[src/rtl/ticket_pkg.sv]
// Shared constants and types for the ticket-machine key/coin front-end.
// STUCK_DETECT_EN adds the STUCK debounce state.
package ticket_pkg;
  localparam int NUM_CH   = 7;
  localparam int NUM_COIN = 5;

  localparam int CH_SURE  = 0;
  localparam int CH_NSURE = 1;
  localparam int CH_CI1   = 2;
  localparam int CH_CI5   = 3;
  localparam int CH_CI10  = 4;
  localparam int CH_CI50  = 5;
  localparam int CH_CI100 = 6;

  localparam logic [7:0] COIN_1   = 8'd1;
  localparam logic [7:0] COIN_5   = 8'd5;
  localparam logic [7:0] COIN_10  = 8'd10;
  localparam logic [7:0] COIN_50  = 8'd50;
  localparam logic [7:0] COIN_100 = 8'd100;

`ifdef STUCK_DETECT_EN
  typedef enum logic [2:0] {IDLE, PRESS_CHK, HELD, REL_CHK, STUCK} deb_state_e;
`else
  typedef enum logic [2:0] {IDLE, PRESS_CHK, HELD, REL_CHK} deb_state_e;
`endif

  // One-hot coin pulse {ci100,ci50,ci10,ci5,ci1} to its face value.
  function automatic logic [7:0] coin_val(input logic [NUM_COIN-1:0] onehot);
    case (onehot)
      5'b00001: coin_val = COIN_1;
      5'b00010: coin_val = COIN_5;
      5'b00100: coin_val = COIN_10;
      5'b01000: coin_val = COIN_50;
      5'b10000: coin_val = COIN_100;
      default:  coin_val = 8'd0;
    endcase
  endfunction
endpackage

[src/rtl/coin_key_conditioner_if.sv]
// Raw key inputs and conditioned pulse outputs of the key/coin front-end.
interface coin_key_conditioner_if;
  import ticket_pkg::*;
  logic [NUM_CH-1:0]   raw_key;
  logic                sure_p;
  logic                nsure_p;
  logic [NUM_COIN-1:0] coin_p;
  logic                coin_valid;
  logic [7:0]          coin_value;
  logic                busy;
  logic [NUM_CH-1:0]   stuck;

  modport master (input raw_key,
                  output sure_p, nsure_p, coin_p, coin_valid, coin_value, busy, stuck);
  modport slave  (output raw_key,
                  input sure_p, nsure_p, coin_p, coin_valid, coin_value, busy, stuck);
endinterface

[src/rtl/key_debounce.sv]
// One channel: 2-flop synchroniser, debounce FSM and press event.
// STUCK_DETECT_EN adds a hold counter that parks long presses in STUCK.
module key_debounce
  import ticket_pkg::*;
#(
  parameter int unsigned DEB_CYCLES   = 1_000_000,
  parameter int unsigned DEB_W        = 20,
  parameter int unsigned STUCK_CYCLES = 200_000_000
) (
  input  logic clk_sys,
  input  logic rst,
  input  logic raw,
  output logic evt,
  output logic stuck
);
  localparam logic [DEB_W-1:0] DEB_LAST = DEB_W'(DEB_CYCLES - 1);

  logic [1:0]       sync_q;
  logic             sync;
  deb_state_e       state, state_nxt;
  logic [DEB_W-1:0] cnt, cnt_nxt, cnt_inc;

  assign sync    = sync_q[1];
  assign cnt_inc = (cnt == '1) ? cnt : cnt + 1'b1;

`ifdef STUCK_DETECT_EN
  localparam int unsigned HOLD_W = $clog2(STUCK_CYCLES + 1);
  localparam logic [HOLD_W-1:0] HOLD_LAST = HOLD_W'(STUCK_CYCLES - 1);
  logic [HOLD_W-1:0] hold, hold_nxt, hold_inc;
  assign hold_inc = (hold == '1) ? hold : hold + 1'b1;
  assign stuck    = (state == STUCK);

  always_ff @(posedge clk_sys) begin
    if (!rst) hold <= '0;
    else      hold <= hold_nxt;
  end
`else
  assign stuck = 1'b0;
`endif

  always_ff @(posedge clk_sys) begin
    if (!rst) begin
      sync_q <= '0;
      state  <= IDLE;
      cnt    <= '0;
    end else begin
      sync_q <= {sync_q[0], raw};
      state  <= state_nxt;
      cnt    <= cnt_nxt;
    end
  end

  always_comb begin
    state_nxt = state;
    cnt_nxt   = cnt;
    evt       = 1'b0;
`ifdef STUCK_DETECT_EN
    hold_nxt  = hold;
`endif
    case (state)
      IDLE: if (sync) begin
        state_nxt = PRESS_CHK;
        cnt_nxt   = '0;
      end
      PRESS_CHK: begin
        if (!sync) state_nxt = IDLE;
        else if (cnt == DEB_LAST) begin
          state_nxt = HELD;
          evt       = 1'b1;
`ifdef STUCK_DETECT_EN
          hold_nxt  = '0;
`endif
        end else cnt_nxt = cnt_inc;
      end
      HELD: begin
        if (!sync) begin
          state_nxt = REL_CHK;
          cnt_nxt   = '0;
        end
`ifdef STUCK_DETECT_EN
        else if (hold == HOLD_LAST) begin
          state_nxt = STUCK;
          cnt_nxt   = '0;
        end else hold_nxt = hold_inc;
`endif
      end
      // A bounce back to 1 during release resumes HELD without a new event.
      REL_CHK: begin
        if (sync) state_nxt = HELD;
        else if (cnt == DEB_LAST) state_nxt = IDLE;
        else cnt_nxt = cnt_inc;
      end
`ifdef STUCK_DETECT_EN
      STUCK: begin
        if (sync) cnt_nxt = '0;
        else if (cnt == DEB_LAST) state_nxt = IDLE;
        else cnt_nxt = cnt_inc;
      end
`endif
      default: state_nxt = IDLE;
    endcase
  end
endmodule

[src/rtl/coin_key_conditioner.sv]
// Ticket-machine key/coin front-end: 7 debounced channels, sure/nsure arbitration
// and a one-coin-per-cycle pending queue. STUCK_DETECT_EN enables stuck-key detection.
module coin_key_conditioner
  import ticket_pkg::*;
#(
  parameter int unsigned DEB_CYCLES   = 1_000_000,
  parameter int unsigned DEB_W        = 20,
  parameter int unsigned STUCK_CYCLES = 200_000_000
) (
  input  logic                   clk_sys,
  input  logic                   rst,
  coin_key_conditioner_if.master bus
);
  logic [NUM_CH-1:0]   evt, stuck_ch;
  logic [NUM_COIN-1:0] pend, issue;
  logic                sure_q, nsure_q;

  for (genvar g = 0; g < NUM_CH; g++) begin : g_ch
    key_debounce #(
      .DEB_CYCLES  (DEB_CYCLES),
      .DEB_W       (DEB_W),
      .STUCK_CYCLES(STUCK_CYCLES)
    ) u_deb (
      .clk_sys(clk_sys),
      .rst    (rst),
      .raw    (bus.raw_key[g]),
      .evt    (evt[g]),
      .stuck  (stuck_ch[g])
    );
  end

  // Lowest pending coin wins; two's-complement isolates the lowest set bit.
  assign issue = pend & (~pend + 5'd1);

  always_ff @(posedge clk_sys) begin
    if (!rst) begin
      sure_q  <= 1'b0;
      nsure_q <= 1'b0;
      pend    <= '0;
    end else begin
      sure_q  <= evt[CH_SURE] & ~evt[CH_NSURE];
      nsure_q <= evt[CH_NSURE];
      pend    <= (pend & ~issue) | evt[CH_CI100:CH_CI1];
    end
  end

  assign bus.sure_p     = sure_q;
  assign bus.nsure_p    = nsure_q;
  assign bus.coin_p     = issue;
  assign bus.coin_valid = |pend;
  assign bus.coin_value = coin_val(issue);
  assign bus.busy       = |pend;
  assign bus.stuck      = stuck_ch;
endmodule

[src/flat_wrapper.sv]
// flat-port wrapper written by rule: the top's interface ports become plain ports
module coin_key_conditioner_flat import ticket_pkg::*;
#(
  parameter int unsigned DEB_CYCLES   = 1_000_000,
  parameter int unsigned DEB_W        = 20,
  parameter int unsigned STUCK_CYCLES = 200_000_000
)
  (clk_sys, rst, bus_raw_key, bus_sure_p, bus_nsure_p, bus_coin_p, bus_coin_valid, bus_coin_value, bus_busy, bus_stuck);
  coin_key_conditioner_if bus_i ();
  input  logic clk_sys;
  input  logic rst;
  input wire logic [$bits(bus_i.raw_key)-1:0] bus_raw_key;
  output wire logic [$bits(bus_i.sure_p)-1:0] bus_sure_p;
  output wire logic [$bits(bus_i.nsure_p)-1:0] bus_nsure_p;
  output wire logic [$bits(bus_i.coin_p)-1:0] bus_coin_p;
  output wire logic [$bits(bus_i.coin_valid)-1:0] bus_coin_valid;
  output wire logic [$bits(bus_i.coin_value)-1:0] bus_coin_value;
  output wire logic [$bits(bus_i.busy)-1:0] bus_busy;
  output wire logic [$bits(bus_i.stuck)-1:0] bus_stuck;
  assign bus_i.raw_key = bus_raw_key;
  assign bus_sure_p = bus_i.sure_p;
  assign bus_nsure_p = bus_i.nsure_p;
  assign bus_coin_p = bus_i.coin_p;
  assign bus_coin_valid = bus_i.coin_valid;
  assign bus_coin_value = bus_i.coin_value;
  assign bus_busy = bus_i.busy;
  assign bus_stuck = bus_i.stuck;
  coin_key_conditioner #(.DEB_CYCLES(DEB_CYCLES), .DEB_W(DEB_W), .STUCK_CYCLES(STUCK_CYCLES)) u_core (.clk_sys(clk_sys), .rst(rst), .bus(bus_i));
endmodule
[config.mk]
export PLATFORM = sky130hd
export DESIGN_NAME = coin_key_conditioner_flat
export DESIGN_NICKNAME = d
export VERILOG_FILES = /design/src/rtl/ticket_pkg.sv /design/src/rtl/coin_key_conditioner_if.sv /design/src/rtl/key_debounce.sv /design/src/rtl/coin_key_conditioner.sv /design/src/flat_wrapper.sv
export SDC_FILE = /design/constraint.sdc
export NUM_CORES = 1
export LEC_CHECK = 0
export CAP_MARGIN = 10
export CORE_ASPECT_RATIO = 1.1
export CORE_MARGIN = 2
export CORE_UTILIZATION = 25
export CTS_CLUSTER_DIAMETER = 80
export DETAILED_ROUTE_END_ITERATION = 12
export PLACE_DENSITY = 0.45
export SETUP_SLACK_MARGIN = 0.15
export SLEW_MARGIN = 20
export SYNTH_ARGS = -nofsm -noshare
export SYNTH_HDL_FRONTEND = slang
export SYNTH_SLANG_ARGS = --single-unit
[constraint.sdc]
create_clock -name clk_sys -period 2.8 [get_ports clk_sys]
set_clock_uncertainty 0.2 [all_clocks]
set_input_delay 0.84 -clock clk_sys [delete_from_list [all_inputs] [get_ports clk_sys]]
set_output_delay 0.84 -clock clk_sys [all_outputs]
set_load 0.03 [all_outputs]
# Yosys cells after proc, flatten, opt, wreduce, memory -nomap -nowiden
# Cells that the tools add are included.
[op_classes]
n_addsub = 8
multipliers = 0
n_div = 0
order_cmp = 0
n_eq_ne = 82
shift = 0
muxes = 120
bitwise_logic = 7
n_reduce_logical = 29
[op_table]
columns = ["op", "n"]
rows = [
  ["$mux W20", 42],
  ["$pmux W20 S4", 7],
  ["$eq A20 B20 Y1 const B", 14],
  ["$add A20 B1 Y20 const B", 7],
  ["$mux W3", 42],
  ["$pmux W3 S4", 7],
  ["$ne A2 B2 Y1 const B", 28],
  ["$eq A3 B2 Y1 const B", 14],
  ["$ne A3 B3 Y1 const B", 14],
  ["$pmux W7 S5", 1],
  ["$reduce_and A5 Y1", 7],
  ["$reduce_and A4 Y1", 7],
  ["$reduce_bool A4 Y1", 7],
  ["$eq A3 B1 Y1 const B", 7],
  ["$logic_not A3 Y1", 7],
  ["$mux W1", 21],
  ["$and A5 B5 Y5", 2],
  ["$not A5 Y5", 2],
  ["$add A5 B1 Y5 const B", 1],
  ["$eq A5 B1 Y1 const B", 1],
  ["$eq A5 B2 Y1 const B", 1],
  ["$eq A5 B3 Y1 const B", 1],
  ["$eq A5 B4 Y1 const B", 1],
  ["$eq A5 B5 Y1 const B", 1],
  ["other kinds (4)", 4],
]
[word_totals]
register_bits = 182
latch_bits = 0
mem_bits_rw = 0
mem_bits_ro = 0
inputBits = 9
out_inout_bits = 24
wordCells = 270
mem_count = 0

# Logic depth before layout (Yosys ltp)
# Gate-level depths: netlist of run 1.
[depth]
depth_word = 6
ltp_mapped = 9
depth_no_buf = 8

# Modules after synthesis
# From an unflattened synthesis of run 1, not the netlist that was laid out.
[hier_totals]
cells_unflattened = 1350
hier_area_um2 = 11046.8
[by_module_without_submodules]
columns = ["mod", "instances", "cells_per_inst", "area_per_inst_um2", "seq_area_each_um2"]
rows = [
  ["key_debounce at u_core.g_ch[0].u_deb ...", 6, 186, 1526.5, 480.5],
  ["key_debounce at u_core.g_ch[6].u_deb", 1, 192, 1546.5, 480.5],
  ["coin_key_conditioner", 1, 42, 341.6, 140.1],
]

# Least setup slack after synthesis of run 1
# No wires, ideal clock.
[synth_path]
path_kind = "register to output"
start = "register u_core.pend[0]"
end = "output bus_coin_value[2]"
t_arrival_ps = 1974
required_time_ps = 1760
setup_slack_ps = -214
stages_incl_launch_ff = 5
path_buffers = 1
cell_sequence = "dfxtp_1 > or3_1 > clkbuf_1 > nor3b_1 > or2_2"
[synth_via]
elab_chain_len = 5
word_cells_on_any_way = 9
cone_classes = "add/sub (1); eq/ne (5); mux (1); bitwise (2)"
[synth_rtl]
columns = ["element", "line", "rtl"]
rows = [
  ["start: declaration", "coin_key_conditioner.sv:15", "logic [NUM_COIN-1:0] pend, issue;"],
  ["start signal: assignment", "coin_key_conditioner.sv:43", "pend <= (pend & ~issue) | evt[CH_CI100:CH_CI1];"],
  ["$not A5 Y5 (*)", "coin_key_conditioner.sv:33", "assign issue = pend & (~pend + 5'd1);"],
  ["$add A5 B1 Y5 (*)", "coin_key_conditioner.sv:33", ""],
  ["$and A5 B5 Y5 (*)", "coin_key_conditioner.sv:33", ""],
  ["net bus_coin_p[4]", "flat_wrapper.sv:15", "output wire logic [$bits(bus_i.coin_p)-1:0] bus_coin_p;"],
  ["$eq A5 B5 Y1 (tied with other cells)", "ticket_pkg.sv:29", "case (onehot)"],
  ["$pmux W7 S5 (*)", "ticket_pkg.sv:29", ""],
  ["end: declaration", "flat_wrapper.sv:17", "output wire logic [$bits(bus_i.coin_value)-1:0] bus_coin_value;"],
]
# The timed path passes the listed nets; every way through them passes the cells marked *.

# Worst setup path after layout of run 1
[layout_path]
start = "register u_core.pend[1]"
end = "output bus_coin_value[2]"
[layout_via]
elab_chain_len = 5
word_cells_on_any_way = 9
cone_classes = "add/sub (1); eq/ne (5); mux (1); bitwise (2)"
[layout_rtl]
columns = ["element", "line"]
rows = [
  ["$not A5 Y5", "coin_key_conditioner.sv:33"],
  ["$add A5 B1 Y5", "coin_key_conditioner.sv:33"],
  ["$and A5 B5 Y5 (*)", "coin_key_conditioner.sv:33"],
  ["$eq A5 B5 Y1 (tied with other cells)", "ticket_pkg.sv:29"],
  ["$pmux W7 S5 (*)", "ticket_pkg.sv:29"],
]
# Mark *: on every way between the ends. The rest lies on a longest branch, timed or not.

==> results of run 1 <==
==> final cells by class <==
type                       instances  area, um^2
tap                              513       641.9
multi-input combinational       1028        6362
clock buffer                      17       425.4
sequential                       175        3507
inverter                          33       126.4
fill                            4296       28490
clock inverter                    15       187.7
timing repair buffer              73       623.1
==> power by group through the flow <==
stage                     clock (mW)  sequential, mW  combinational (mW)
final                           2.55            2.62                1.62
after floorplan                    0            2.66                1.17
after global placement             0            2.68                1.62
after CTS                       2.66            2.62                1.62
after global routing            2.75            2.63                1.82
after detailed placement           0            2.68                1.61
==> per-layer routing <==
metal	vias to the layer above	wire length, um	GRT usage (%)	part of all wire [%]
met5	-	12	0	0.043
met4	2	414	4.486	1.5
met3	26	815	2.170	2.9
met2	151	12920	21.76	46
met1	4660	13630	17.68	49
li1	4972	-	-	-
==> metrics by stage <==
stage                      TNS [ns]  std cells  cell area (um^2)
after global routing      -0.003934       1854             11870
after CTS                 -0.006468       1852             11810
after global placement            0       1817             11150
after detailed placement          0       1817             11150
after floorplan                   0       1316             10320
final                             0       1854             11870
==> placed cells by master, fill, tap and decap left out, types with 32 or more instances in the layout <==
cell type,n
nand4_1,43
inv_1,32
a21oi_1,131
dfxtp_1,172
nand3_1,66
a31oi_1,32
nand2_1,110
buf_4,52
ha_1,35
o21ai_0,103
nor2_1,101
==> worst max path at each step <==
stage / start / end / slack [ns] / cells after the start
finish: u_core.pend[1] / bus_coin_value[2] / 0.05 / 5
global route: u_core.pend[1] / bus_coin_value[2] / -0.004 / 5
CTS: u_core.pend[0] / bus_coin_value[2] / -0.006 / 5
detailed placement: u_core.pend[0] / bus_coin_valid / 0.15 / 3
global placement: u_core.pend[0] / bus_coin_valid / 0.15 / 3
floorplan: u_core.pend[0] / bus_coin_value[6] / 0.13 / 3
==> state kept, by name (all words and copies together) (netlist names), named ones only <==
signal and cells:
u_core.bus.nsure_p 1, u_core.pend 5, u_core.g_ch.u_deb.state 7, u_core.bus.sure_p 1, u_core.g_ch.u_deb.cnt 140, u_core.g_ch.u_deb.sync_q 14
==> synthesized netlist by cell type (18+ instances only) <==
cell | number | area, um^2
nor2_1 | 104 | 390.4
nand3_1 | 67 | 335.3
and3_1 | 25 | 156.4
dfxtp_1 | 175 | 3503
nor3_1 | 31 | 155.2
and2_1 | 27 | 168.9
inv_1 | 33 | 123.9
a31oi_1 | 32 | 200.2
nand2_1 | 110 | 412.9
o21ai_0 | 103 | 515.5
or4_1 | 23 | 172.7
ha_1 | 35 | 437.9
nand4_1 | 43 | 269.0
a21oi_1 | 134 | 670.6
and4_1 | 18 | 157.7
clkbuf_1 | 48 | 180.2
or3_1 | 27 | 168.9
==> critical path, cell delays in order, from the launching register on <==
cell and delay (ns):
dfxtp_2 0.32, or3_4 0.38, buf_6 0.14, nor3b_4 0.18, or2_4 0.14, buf_6 0.12
==> repair_timing <==
| action | CTS | global route |
|---|---|---|
| endpoints found under the hold margin | 0 | 0 |
| gates resized for setup | 43 | 17 |
| pin swaps | 3 | 5 |
| buffers inserted | 3 | 2 |
| setup endpoints to repair | 11 | 32 |
==> cells by family after synthesis <==
group | count (synthesis) | synth area share (%)
AND/OR/NAND/NOR | 556 | 29.50
multiplexers | 9 | 0.9245
other | 1 | 0.03646
AO/OA/AOI/OAI | 420 | 26.14
buffers and inverters | 113 | 5.084
flip-flops | 175 | 34.06
adder cells (fa/ha/maj) | 35 | 4.257
==> results.md, run 1 <==
- Antenna viol nets, final: 0
- Final period utilization: 98.39%
- Die ar.: 0.04278 mm^2
- Flops & latches, synth: 175
- Pre-Repair DR Iteration Count: 5
- Final Util: 29.41%
- Clk sinks: 175
- Worst setup SP type: flop
- Antenna diode count: 0
- R2R Setup Slk: 0.32 ns
- First-pass GRT wire length: 47100 um
- I/O Buffers: 24
- Setup WS post-layout: 0.04515 ns
- Final Power: 6.794 mW
- 1st-iter DRT viols: 703
- Vias in the first global route: 9181
- Hold Fails Final Rpt: 0
- Worst slew pin tran: 0.5777 ns
- Logic pwr share: 23.9%
- Share of layout cells above drive strength 1: 12.23%
- Total GRT Usage: 13.28%
- Area Overhead vs Synth: 15.44%
- Worst slack at placement: 0.1524 ns
- Cts bufs inserted: 17
- Worst hold path class: reg2reg
- I/O pins: 33
- Synthesized area: 0.01029 mm^2
- Max-cap violations: 0
- Clk pin slew, worst setup/hold paths: 0.07 ns
- Sw frac: 34.24%
- Unique masters post-synth: 84
- Die width: 197.4 um
- Peak supply drop: 0.2988 mV
- Post-DP HPWL: 18760 um
- Core area: 0.04037 mm^2
- Largest net degree at the start of global routing: 48
- TritonCTS clock tree: built
- DIE HEIGHT: 216.7 um
- Skew-Pair Late Insertion Delay: 0.45 ns
- Avg Inst Size Synth: 7.858 um^2
- Deepest clock path buffer count: 2
- HP Start: u_core.g_ch[0].u_deb.sync_q[0]
- Required time worst endpoint: 1.76 ns
- GP Congestion: 0.7869
- Max_slew headroom: 61.49%
- WHS Endpoint: u_core.g_ch[0].u_deb.sync_q[1]
- Final wirelength: 27800 um
- Seq/Total Area, Yosys: 34.06%
- Internal: 4.468 mW
- Remaining DRCs: 0
- R2r worst-path depth: 8
- Drt via density: 5.292
- Hold_ws: 0.2374 ns
- RSZ-0062 raised after global routing: true
- P_sw: 2.326 mW
- Endpoints failing setup: 0
- Warnings, synthesis: 0
- Fin nets: 1372
- Average routed wire per standard cell: 14.99 um
- Congestion Overflow GR: 0
- Mapped Cells: 1309
- Initial cell density of the core: 25.48%
- Sequential Power Share: 38.5%
- Initial antenna violation count: 1
- Root buf cell: clkbuf_16
- Crit. End Element: output port
- EDFF count, synth: 0
- Max-slew violation count: 0
- Status: completed
- RR Startpoint: u_core.g_ch[2].u_deb.cnt[1]
- Critical Path AT: 1.71 ns
- P_leak: 3.919 nW
- FP Rows: 77
- Achievable frequency: 363.0 MHz
- Via count: 9811
- Cts hold-fix bufs: 0
- R2R Path End: u_core.g_ch[2].u_deb.state[0]
- Synth Flop Type: dfxtp_1
- Min Clock Period, post-route: 2.755 ns
- CP Class: reg2out
- Clk network pwr share: 37.6%
- Pwr dens: 572.2 mW/mm^2
- Cell count of the worst hold path: 1
- Post-synth ARST share: 0%
- Maximum net fanout on the critical path: 4
- H-tree Lvls: 4
Note: power is estimated with default switching activity, not from simulation.
==> run 2, diff against run 1 <==
--- a/config.mk
+++ b/config.mk
@@ -8,10 +8,10 @@
 export CAP_MARGIN = 10
 export CORE_ASPECT_RATIO = 1.1
 export CORE_MARGIN = 2
-export CORE_UTILIZATION = 25
+export CORE_UTILIZATION = 62
 export CTS_CLUSTER_DIAMETER = 80
 export DETAILED_ROUTE_END_ITERATION = 12
-export PLACE_DENSITY = 0.45
+export PLACE_DENSITY = 0.86
 export SETUP_SLACK_MARGIN = 0.15
 export SLEW_MARGIN = 20
 export SYNTH_ARGS = -nofsm -noshare
==> results.md, run 2 (same netlist as run 1, synthesis figures left out) <==
- Status: completed
- Maximum net fanout on the critical path: 3 (-1)
- Skew-Pair Late Insertion Delay: 0.44 ns (about the same)
- Crit path capture: bus_coin_value[2]
- Via count: 10100 (+2.9%)
- Worst hold path class: reg2reg
- First-pass GRT wire length: 41880 um (-11%)
- Final period utilization: 98.48% (about the same)
- Average routed wire per standard cell: 16.16 um (+7.8%)
- Critical Path AT: 1.72 ns (about the same)
- Placed Instances: 1500 (-17%)
- Pre-Repair DR Iteration Count: 5 (unchanged)
- I/O pins: 33 (unchanged)
- Achievable frequency: 362.6 MHz (about the same)
- Setup_tns: 0 ns (unchanged)
- Final wirelength: 24810 um (-11%)
- Area post-placement: 0.01070 mm^2 (-4.0%)
- Required time worst endpoint: 1.76 ns (about the same)
- FP Rows: 49 (-36%)
- Cts bufs inserted: 17 (unchanged)
- Remaining DRCs: 0 (unchanged)
- RSZ-0062 raised after global routing: true
- Vias in the first global route: 9137 (-0.48%)
- Max-slew violation count: 0 (unchanged)
- Initial antenna violation count: 0 (-1)
- CP Launch Point: u_core.pend[1]
- Non-Filler Instances: 1535 (-17%)
- RR Startpoint: u_core.g_ch[2].u_deb.cnt[0]
- Commonest non-fill, non-tap cells in the layout: dfxtp_1, a21oi_1, nand2_1
- Worst slew pin tran: 0.7264 ns (+0.1487 ns)
- Min Clock Period, post-route: 2.757 ns (+0.002642 ns)
- Total GRT Usage: 27.79% (+15 points)
- Max_slew headroom: 51.57% (-9.9 points)
- Pwr dens: 582.1 mW/mm^2 (+1.7%)
- Crit. End Element: output port
- Worst slack at placement: 0.1438 ns (-0.008584 ns)
- GP Congestion: 0.9173 (+17%)
- Area Overhead vs Synth: 10.53%
- HP Start: u_core.g_ch[5].u_deb.sync_q[0]
- Root buf cell: clkbuf_16
- Setup WS post-layout: 0.04251 ns (-0.002642 ns)
- Max-cap violations: 0 (unchanged)
- Congestion Overflow GR: 0 (unchanged)
- Share of layout cells above drive strength 1: 11.27% (-0.96 points)
- Fillers: 1310 (-70%)
- Clk pin slew, worst setup/hold paths: 0.07 ns (about the same)
- H-tree Lvls: 4 (unchanged)
- R2R Setup Slk: 0.33 ns (about the same)
- Final instance area: 0.01137 mm^2 (-4.2%)
- Deepest clock path buffer count: 2 (unchanged)
- Endpoints failing setup: 0 (unchanged)
- Drt via density: 6.577 (+24%)
- Final Util: 69.72% (+40 points)
- Clk sinks: 175 (unchanged)
- TritonCTS clock tree: built
- I/O Buffers: 24 (unchanged)
- DIE HEIGHT: 139.1 um (-36%)
- Cell count of the worst hold path: 1 (unchanged)
- Antenna viol nets, final: 0 (unchanged)
- Top reg by flops: u_core.g_ch.u_deb.cnt
- Max reg flops: 140 (unchanged)
- 1st-iter DRT viols: 985 (+40%)
- Die ar.: 0.01764 mm^2 (-59%)
- Post-DP HPWL: 16230 um (-13%)
- Fin nets: 1362 (-0.73%)
- Core area: 0.01631 mm^2 (-60%)
- Worst setup SP type: flop
- R2R Path End: u_core.g_ch[2].u_deb.cnt[8]
- Antenna diode count: 0 (unchanged)
- Commonest non-fill, non-tap cell in the layout: dfxtp_1
- Hold Fails Final Rpt: 0 (unchanged)
- CP Class: reg2out
- Largest net degree at the start of global routing: 44 (-8.3%)
- Initial cell density of the core: 63.07% (+38 points)
- Peak supply drop: 0.5487 mV (+84%)
- P_leak: 3.875 nW (-1.1%)
- Cts hold-fix bufs: 0 (unchanged)
- Biggest regs: u_core.g_ch.u_deb.cnt: 140 flops, u_core.g_ch.u_deb.sync_q: 14 flops, u_core.g_ch.u_deb.state: 7 flops
- Die width: 126.8 um (-36%)
- R2r worst-path depth: 7 (-1)
[run 2: cell count changes in the layout (fill, tap and decap cells not counted), sizes merged]
cell,before,now
clkinvlp,1,3
buf,61,51
clkbuf,17,18
clkdlybuf4s15,1,0
inv,43,36
clkinv,2,6
bufinv,2,3
[run 2: where the power goes]
| group | switching [mW] | internal, mW |
|---|---|---|
| sequential | 0.0703 | 2.55 |
| combinational | 1.02 | 0.513 |
| clock | 1.05 | 1.41 |
[run 2: metrics by stage]
step	hold WS, ns	power (mW)
2_1_floorplan	0.2119	3.826
3_3_place_gp	0.2147	4.128
3_5_place_dp	0.2169	4.169
4_1_cts	0.2328	6.620
5_1_grt	0.2482	6.929
6_report	0.2339	6.619
[run 2: cell type report]
cell class / instances / area, um^2 / area share (%)
Multi-Input combinational cell: 1028 / 6344 / 55.79
Timing Repair Buffer: 63 / 530.5 / 4.666
Inverter: 33 / 125.1 / 1.100
Clock buffer: 17 / 425.4 / 3.742
Tap cell: 204 / 255.2 / 2.245
Clock inverter: 15 / 183.9 / 1.618
Sequential cell: 175 / 3506 / 30.84
[run 2: how the worst min path moves through the flow]
stage                                           to  slack, ns
floorplan           u_core.g_ch[0].u_deb.sync_q[1]       0.21
global placement    u_core.g_ch[4].u_deb.sync_q[1]       0.21
detailed placement  u_core.g_ch[5].u_deb.sync_q[1]       0.22
CTS                 u_core.g_ch[5].u_deb.sync_q[1]       0.23
global route        u_core.g_ch[1].u_deb.sync_q[1]       0.25
finish              u_core.g_ch[5].u_deb.sync_q[1]       0.23
[run 2: repair_timing]
action                                  CTS  global route
resized for setup                        47            24
cloned                                    0             0
endpoints found under the setup margin   13            53
buffers inserted                          0             3
pin swaps                                 0             3
[run 2: worst max-delay path, stage by stage, from the launching register on]
cell and delay [ns]:
dfxtp_2 0.32, or3_4 0.39, buf_6 0.13, nor3b_4 0.18, or2_4 0.14, buf_6 0.12
[run 2: metal layers]
layer | GRT usage (%) | part of all wire [%] | vias to the layer above
met5 | 0 | 0 | -
met4 | 9.659 | 1.7 | 0
met3 | 4.514 | 4.7 | 41
met2 | 46.58 | 49 | 326
met1 | 36.33 | 45 | 4756
li1 | - | - | 4973
==> run 3, diff against run 2 <==
--- a/config.mk
+++ b/config.mk
@@ -8,10 +8,11 @@
 export CAP_MARGIN = 10
 export CORE_ASPECT_RATIO = 1.1
 export CORE_MARGIN = 2
-export CORE_UTILIZATION = 62
+export CORE_UTILIZATION = 35
 export CTS_CLUSTER_DIAMETER = 80
+export CTS_CLUSTER_SIZE = 30
 export DETAILED_ROUTE_END_ITERATION = 12
-export PLACE_DENSITY = 0.86
+export PLACE_DENSITY = 0.56
 export SETUP_SLACK_MARGIN = 0.15
 export SLEW_MARGIN = 20
 export SYNTH_ARGS = -nofsm -noshare
==> results.md, run 3 (same netlist as run 1, synthesis figures left out) <==
- Status: finished with violations
- Failing checks: DRC
- Sw frac: 34.03% (+1.7 points)
- Clk pin slew, worst setup/hold paths: 0.08 ns (about the same)
- Initial antenna violation count: 0 (unchanged)
- Root buf cell: clkbuf_16
- Endpoints failing setup: 0 (unchanged)
- Worst setup SP type: flop
- WHS Endpoint: u_core.g_ch[0].u_deb.sync_q[1]
- Core area: 0.02879 mm^2 (+77%)
- Via count: 9895 (-2.0%)
- Remaining DRCs: 2 (+2)
- RSZ-0062 raised after global routing: true
- Worst slew pin tran: 0.6640 ns (-0.06244 ns)
- Total GRT Usage: 17.27% (-11 points)
- Critical Path AT: 1.74 ns (+0.02 ns)
- I/O Buffers: 24 (unchanged)
- H-tree Lvls: 4 (unchanged)
- Congestion Overflow GR: 0 (unchanged)
- Logic pwr share: 24.2% (+1.0 points)
- Required time worst endpoint: 1.76 ns (about the same)
- Commonest non-fill, non-tap cells in the layout: dfxtp_1, a21oi_1, nand2_1
- Max layer used: met4
- Initial cell density of the core: 35.73% (-27 points)
- Clk sinks: 175 (unchanged)
- Achievable frequency: 359.7 MHz (-0.82%)
- Max stage delay on crit path: 0.39 ns (about the same)
- Commonest non-fill, non-tap cell in the layout: dfxtp_1
- R2R Path End: u_core.g_ch[3].u_deb.cnt[0]
- Pre-Repair DR Iteration Count: 9 (+4)
- Max reg flops: 140 (unchanged)
- Deepest clock path buffer count: 2 (unchanged)
- Worst hold path class: reg2reg
- Die width: 167.5 um (+32%)
- Slowest cell on the critical path: or3_4
- DIE HEIGHT: 183.8 um (+32%)
- Non-Filler Instances: 1707 (+11%)
- Biggest regs: u_core.g_ch.u_deb.cnt: 140 flops, u_core.g_ch.u_deb.sync_q: 14 flops, u_core.g_ch.u_deb.state: 7 flops
- Pwr dens: 562.4 mW/mm^2 (-3.4%)
- Antenna diode count: 0 (unchanged)
- Average routed wire per standard cell: 15.49 um (-4.2%)
- Max_slew headroom: 55.57% (+4.0 points)
- Area Overhead vs Synth: 12.78%
- Vias in the first global route: 9180 (+0.47%)
- 1st-iter DRT viols: 710 (-28%)
- Hold Fails Final Rpt: 0 (unchanged)
- Cts bufs inserted: 17 (unchanged)
- Final Power: 6.525 mW (-1.4%)
- Post-DP HPWL: 18040 um (+11%)
- Worst path cell trace: or3_4 > buf_6 > nor3b_4 > or2_4 > buf_6
- Drt via density: 5.797 (-12%)
- HP Start: u_core.g_ch[0].u_deb.sync_q[0]
- Max-slew violation count: 0 (unchanged)
- R2r worst-path depth: 7 (unchanged)
- Fillers: 2973 (+130%)
- Placed Instances: 1672 (+11%)
- Clk network pwr share: 35.7% (-1.5 points)
- Max-cap violations: 0 (unchanged)
- Cell count of the worst hold path: 1 (unchanged)
- Met2 WL: 12460 um (+2.5%)
- Setup_tns: 0 ns (unchanged)
- Skew-Pair Late Insertion Delay: 0.44 ns (about the same)
- Met1 WL: 12890 um (+17%)
- Top reg by flops: u_core.g_ch.u_deb.cnt
- Critical path's most frequent cell: buf_6
- Final period utilization: 99.29% (+0.81 points)
- FP Rows: 65 (+33%)
- Sequential Power Share: 40.1% (+0.5 points)
- Min Clock Period, post-route: 2.780 ns (+0.02271 ns)
- Die ar.: 0.03078 mm^2 (+74%)
- R2R Setup Slk: 0.35 ns (+0.02 ns)
- P_sw: 2.220 mW (+3.8%)
- DR WL met3: 759 um (-35%)
- Peak supply drop: 0.4210 mV (-23%)
- Share of layout cells above drive strength 1: 11.80% (+0.53 points)
- TritonCTS clock tree: built
- Internal: 4.304 mW (-3.9%)
- P_leak: 3.895 nW (+0.52%)
- Largest net degree at the start of global routing: 30 (-32%)
- Crit. End Element: output port
- Final wirelength: 26440 um (+6.6%)
- Maximum net fanout on the critical path: 5 (+2)
- CP Class: reg2out
- GP Congestion: 0.8358 (-8.9%)
- First-pass GRT wire length: 44950 um (+7.3%)
- I/O pins: 33 (unchanged)
- Fin nets: 1370 (+0.59%)
- Antenna viol nets, final: 0 (unchanged)
-- run 3: worst max path at each step --
stage | startpoint | to | slack, ns | depth (start not counted)
after detailed placement | u_core.pend[0] | bus_coin_valid | 0.15 | 3
after floorplan | u_core.pend[0] | bus_coin_value[6] | 0.13 | 3
after global routing | u_core.pend[0] | bus_coin_value[6] | -0.05 | 5
after CTS | u_core.pend[0] | bus_coin_value[6] | -0.01 | 5
final | u_core.pend[0] | bus_coin_value[2] | 0.02 | 5
after global placement | u_core.pend[0] | bus_busy | 0.16 | 3
-- run 3: power by group through the flow --
stage | sequential (mW) | combinational [mW] | clock (mW)
floorplan | 2.66 | 1.17 | 0
global placement | 2.67 | 1.55 | 0
detailed placement | 2.68 | 1.56 | 0
CTS | 2.62 | 1.56 | 2.41
global route | 2.63 | 1.75 | 2.52
finish | 2.62 | 1.58 | 2.33
-- run 3: layout make-up --
type	instances	area [um^2]	area share, %
inverter	33	125.1	1.079
clock inverter	13	115.1	0.9922
clock buffer	19	452.9	3.904
multi-input combinational	1028	6342	54.67
tap	368	460.4	3.969
sequential	175	3505	30.21
timing repair buffer	71	600.6	5.177
-- run 3: layer usage --
metal / GRT usage [%] / up-vias
met4: 4.800 / 0
met1: 23.28 / 4747
met5: 0 / -
met3: 2.433 / 27
met2: 28.96 / 158
li1: - / 4963
-- run 3: metrics by stage --
step	setup slack (ns)	utilization (%)	hold WS, ns	area (um^2)
after floorplan	0.1271	-	0.2119	10320
after global placement	0.1627	38.08	0.2199	10960
after detailed placement	0.1489	38.08	0.2260	10960
after CTS	-0.01199	40.13	0.2491	11550
after global routing	-0.04997	40.30	0.2658	11600
final	0.01980	40.30	0.2426	11600
-- run 3: timing repair --
item / in CTS / in global routing
gates cloned: 0 / 0
setup buffers: 2 / 1
setup endpoints to repair: 12 / 18
resized for setup: 39 / 15
pin swaps: 3 / 0
hold buffers: 0 / 0
-- run 3: critical path: cells and delay by family, from the launching register on --
| family | cells | cell delay [ns] |
|---|---|---|
| AND/OR/NAND/NOR | 3 | 0.73 |
| buffers and inverters | 2 | 0.26 |
| flip-flops | 1 | 0.32 |
